<file path="src/rtl/f_sweep_ctrl.sv">
// Sweep sequencer for the f datapath: steps y over [lo, hi], waits LAT cycles per
// sample for f to settle, then folds {a,b} into a rotating checksum and counts samples.
module f_sweep_ctrl #(
   parameter int WIDTH = 12,
   parameter int LAT   = 1
) (
   input  logic               clk,
   input  logic               rst_n,
   input  logic               start,
   input  logic               abort,
   input  logic [WIDTH-1:0]   lo,
   input  logic [WIDTH-1:0]   hi,
   output logic [WIDTH-1:0]   y_o,
   output logic [WIDTH-1:0]   x_o,
   input  logic [WIDTH-1:0]   a_i,
   input  logic [WIDTH-1:0]   b_i,
   output logic               busy,
   output logic               done,
   output logic               aborted,
   output logic [WIDTH:0]     count,
   output logic [2*WIDTH-1:0] chk
);

   typedef enum logic [1:0] {
      S_IDLE,
      S_SETTLE,
      S_DONE
   } state_t;

   localparam logic [3:0] LAT_C = 4'(LAT);

   state_t             state_q, state_d;
   logic [WIDTH-1:0]   y_q, y_d;
   logic [WIDTH-1:0]   x_q, x_d;
   logic [WIDTH-1:0]   hi_q, hi_d;
   logic [3:0]         sc_q, sc_d;
   logic [WIDTH:0]     count_q, count_d;
   logic [2*WIDTH-1:0] chk_q, chk_d;
   logic               aborted_q, aborted_d;

   always_ff @(posedge clk or negedge rst_n) begin
      if (!rst_n) begin
         state_q   <= S_IDLE;
         y_q       <= '0;
         x_q       <= '0;
         hi_q      <= '0;
         sc_q      <= '0;
         count_q   <= '0;
         chk_q     <= '0;
         aborted_q <= 1'b0;
      end else begin
         state_q   <= state_d;
         y_q       <= y_d;
         x_q       <= x_d;
         hi_q      <= hi_d;
         sc_q      <= sc_d;
         count_q   <= count_d;
         chk_q     <= chk_d;
         aborted_q <= aborted_d;
      end
   end

   // x is kept in its own register so that it reads 0 out of reset yet tracks
   // y+1 (with wrap) from the first accepted start onwards.
   always_comb begin
      state_d   = state_q;
      y_d       = y_q;
      x_d       = x_q;
      hi_d      = hi_q;
      sc_d      = sc_q;
      count_d   = count_q;
      chk_d     = chk_q;
      aborted_d = aborted_q;
      case (state_q)
         S_IDLE: begin
            if (start) begin
               hi_d      = hi;
               y_d       = lo;
               x_d       = lo + 1'b1;
               sc_d      = '0;
               count_d   = '0;
               chk_d     = '0;
               aborted_d = 1'b0;
               state_d   = (lo > hi) ? S_DONE : S_SETTLE;
            end
         end
         S_SETTLE: begin
            if (abort) begin
               aborted_d = 1'b1;
               state_d   = S_IDLE;
            end else if (sc_q == LAT_C) begin
               chk_d   = {chk_q[2*WIDTH-2:0], chk_q[2*WIDTH-1]} ^ {a_i, b_i};
               count_d = count_q + 1'b1;
               if (y_q == hi_q) begin
                  state_d = S_DONE;
               end else begin
                  y_d  = y_q + 1'b1;
                  x_d  = x_q + 1'b1;
                  sc_d = '0;
               end
            end else begin
               sc_d = sc_q + 1'b1;
            end
         end
         S_DONE: begin
            state_d = S_IDLE;
         end
         default: begin
            state_d = S_IDLE;
         end
      endcase
   end

   assign y_o     = y_q;
   assign x_o     = x_q;
   assign busy    = (state_q == S_SETTLE);
   assign done    = (state_q == S_DONE);
   assign aborted = aborted_q;
   assign count   = count_q;
   assign chk     = chk_q;

endmodule

</file>
<file path="config.mk">
export PLATFORM = sky130hd
export DESIGN_NAME = f_sweep_ctrl
export DESIGN_NICKNAME = d
export VERILOG_FILES = /design/src/rtl/f_sweep_ctrl.sv
export SDC_FILE = /design/constraint.sdc
export NUM_CORES = 1
export LEC_CHECK = 0
export CELL_PAD_IN_SITES_DETAIL_PLACEMENT = 0
export CELL_PAD_IN_SITES_GLOBAL_PLACEMENT = 1
export CORE_ASPECT_RATIO = 0.7
export CORE_MARGIN = 1
export CORE_UTILIZATION = 30
export CTS_BUF_LIST = sky130_fd_sc_hd__clkbuf_4 sky130_fd_sc_hd__clkbuf_8 sky130_fd_sc_hd__clkbuf_16
export DETAILED_ROUTE_END_ITERATION = 6
export PLACE_DENSITY_LB_ADDON = 0.1
export SLEW_MARGIN = 10
export SYNTH_ARGS = -nofsm -noshare
export SYNTH_HDL_FRONTEND = slang
export SYNTH_SLANG_ARGS = --single-unit
</file>
<file path="constraint.sdc">
create_clock -name clk -period 3.4 [get_ports clk]
set_input_delay 0.68 -clock clk [delete_from_list [all_inputs] [get_ports clk]]
set_output_delay 0.68 -clock clk [all_outputs]
set_load 0.005 [all_outputs]
</file>
==> out/metrics.csv, run 1 <==
stage,metric,value,unit
clock_network,CTS H-tree lvls,3,
global_route,met2 usage,25.08,%
yosys,fraction of registers with async set or reset after synthesis,100.0,%
route,Vias,4222,
finish,Antenna Cells,0,
floorplan,die area,16320,sq um
power,Power Dens Cells,656.3,nW/um^2
timing,# setup viols final,0,
finish,# nets final,701,
global_route,busiest grt layer,met1,
yosys,Synthesized Nets,584,
setup_path,Worst path max stage delay,0.58,ns
route,Post-Route WL,14680,um
timing,Rel. slew slack,31.88,%
setup_path,CP max stage cell,clkdlybuf4s50_1,
floorplan,core area,15450,sq um
yosys,Avg Inst Size Synth,9.208,sq um
yosys,Synth area leader,dfrtp_1,
power,Net Sw Power,1.550,mW
clock_network,CTS Hold Buffers Added,0,
global_route,GRT met3 Usage,3.557,%
power,clock network fraction of total power,22.9,%
setup_path,crit path launch type,flop,
timing,Final Slew Violations,0,
yosys,Synth top area share,42.22,%
yosys,largest cells by area after synthesis,"dfrtp_1 (42%), nand2_1 (5.9%), xnor2_1 (4.8%)",
global_route,first-pass GRT wire length,23210,um
clock_network,cts bufs inserted,9,
setup_path,Crit. End Element,output port,
finish,Layout Utilization,41.88,%
finish,area delta synth->final,36.46,%
yosys,register area share after synthesis,42.22,%
floorplan,FP Rows,38,
power,leakage power,2.693,nW
power,Reg power frac,37.9,%
placement,DPL Wire Length,10830,um
clock_network,"Setup Fix Bufs, Post-CTS",0,
timing,Hold WS,0.4624,ns
clock_network,deepest clock path buffer count,2,
floorplan,Die X-Extent,152.3,um
yosys,synth warn,0,
global_route,largest net degree at the start of global routing,68,
worst_hold_path,Min-Delay Path Class,input port to async pin,
outcome,status,"finished, violations left",
route,routed vias/inst,5.044,
timing,worst slew pin tran,1.022,ns
clock_network,CTS root buf,clkbuf_16,
route,post-route ant nets,0,
route,DR pass1 iterations,7,
clock_network,Post-CTS Resized,0,
setup_path,reg2reg path depth,5,
floorplan,initial core utilization,30.69,%
power,Sw Share,36.50,%
yosys,top-count cell post-synth,dfrtp_1,
timing,clk_skew,0.01011,ns
flow_run,Max Cap Viol,0,
route,Detailed Route Iter0 Violations,361,
floorplan,Die Ht,107.2,um
global_route,initial antenna violation count,0,
yosys,cell count after synthesis,515,
finish,layout cells sized above 1,9.419,%
clock_network,Clock Latency Late Sink,0.34,ns
setup_path,worst-path cell chain,nand2b_2 > inv_2 > buf_4 > clkdlybuf4s50_1,
clock_network,Sink Count,80,
global_route,"Remaining Overflow, GRT",0,
yosys,"Cell Area, Synth",4742,sq um
power,Max VDD drop,0.2842,mV
route,DRC violation count after routing,7,
setup_path,worst path arrival time,2.32,ns
timing,Final Hold Viols,0,
timing,post-layout min period,3.003,ns
power,part of the power in combinational logic,39.2,%
outcome,failing checks,design-rule violations,
global_route,vias in the first global route,3987,
timing,unrepaired setup endpoints after global routing,no,
yosys,Synth Register Bits,80,
yosys,Netlist cell types,65,
floorplan,# IOs,116,
yosys,synth cell count leaders,"dfrtp_1 (80), nand2_1 (74), nor2_1 (38)",
placement,PortBufs,115,
setup_path,CP Max Fanout,35,
global_route,Global Route Usage Sum,18.73,%
global_route,met1 Resource Use GR,29.72,%
setup_path,Worst Path Required,2.72,ns
timing,FMAX,333.0,MHz
yosys,Most used DFF post-synth,dfrtp_1,
power,internal power,2.697,mW
route,Avg WL per Cell,17.54,um
power,Pwr Total,4.247,mW
placement,GP Congestion,0.8303,
timing,period utilization,88.33,%
clock_network,CTS tree,yes,
yosys,Post-synth EDFFs,0,
timing,Fin Setup TNS,0,ns
setup_path,Setup Crit Path Kind,flop to output port,
clock_network,clk slew on worst S/H paths,0.06,ns
==> path summary, 6_finish.rpt <==
path,start,slack (ns),end
min,rst_n,0.46,count[5]$_DFFE_PN0P_
max reg2reg,y_o[1]$_DFFE_PN0P_,0.75,x_o[1]$_DFFE_PN0P_
min reg2reg,hi_q[8]$_DFFE_PN0P_,0.50,hi_q[8]$_DFFE_PN0P_
max in group asynchronous,rst_n,2.24,chk[11]$_DFFE_PN0P_
min in group clk,hi_q[8]$_DFFE_PN0P_,0.50,hi_q[8]$_DFFE_PN0P_
max,state_q[1]$_DFFE_PN0P_,0.40,busy
==> worst max-delay path: cells and delay by family, from the launching register on <==
family / cells / cell delay (ns)
simple gates: 1 / 0.39
flops: 1 / 0.43
buf+inv: 3 / 1.15
==> kinds of logic (layout without fill, tap and decap cells) <==
family	after synthesis	after routing	synth area share, %
DFF	80	80	42.22
xor gates and xnor gates	47	47	8.681
muxes	12	12	3.034
buffers and inverters	43	165	3.878
and+or+nand+nor	183	183	18.65
adders and majority gates	17	17	4.485
AOI/OAI and AO/OA	133	133	19.05
==> power groups by stage <==
stage | Sequential (mW) | Combinational (mW) | Clock, mW
2_1_floorplan | 1.55 | 0.866 | 0
3_3_place_gp | 1.62 | 1.67 | 0
3_5_place_dp | 1.63 | 1.67 | 0
4_1_cts | 1.61 | 1.68 | 1.01
5_1_grt | 1.67 | 1.84 | 1.04
6_report | 1.61 | 1.66 | 0.972
==> cell type report <==
class                           instances  area, sq um
Inverter                               18        67.56
Multi-Input combinational cell        392         2572
Sequential cell                        80         2002
Clock buffer                            9        225.2
Timing Repair Buffer                  131         1281
Tap cell                              200        250.2
Clock inverter                          7        72.57
Fill cell                            1494         8981
==> flip-flops by register name, summed over array words and instances, names as in the netlist <==
name     cells
aborted      1
chk         24
count       13
hi_q        12
sc_q         4
state_q      2
x_o         12
y_o         12
==> placed cells by master (no fill, tap or decap), types with 3 or more instances in the layout <==
cell type,n
nor3_1,6
xor2_1,21
o31ai_1,25
o22a_1,6
a211oi_1,3
clkdlybuf4s50_1,114
a21o_1,4
inv_1,17
nand3_1,25
mux2i_1,5
nor2b_1,3
o21ai_0,30
nand2_1,74
mux2_2,5
ha_1,17
buf_4,16
a2bb2oi_1,6
and2_1,3
nor2_1,38
a311oi_1,3
a21oi_1,27
a31oi_1,5
a22o_1,3
and3_1,6
o211ai_1,3
clkbuf_16,9
xnor2_1,26
nand4_1,10
dfrtp_1,80
==> metrics by stage <==
step                      setup slack, ns  instances  area (sq um)
after floorplan                    0.8530        515          4742
after global placement             0.4579        821          6173
after detailed placement           0.4946        821          6173
after CTS                          0.3732        837          6471
after global routing               0.2811        837          6471
final                              0.3969        837          6471
==> metal layers <==
metal  up-vias  part of all wire, %
met5         -                    0
met4         0                 0.92
met3        11                  6.2
met2       136                   39
met1      2001                   54
li1       2074                    -
No activity file was read; power rests on OpenSTA's default activity.
==> run 2, diff against run 1 <==
CTS_CLUSTER_DIAMETER = 120   (was default)
==> results of run 2 <==
Final layout, timing and power as in run 1 (identical DEF).
==> run 3, diff against run 2 <==
ABC_CLOCK_PERIOD_IN_PS = 3400   (was default)
==> results of run 3 <==
Final layout, timing and power as in run 1 (identical DEF).
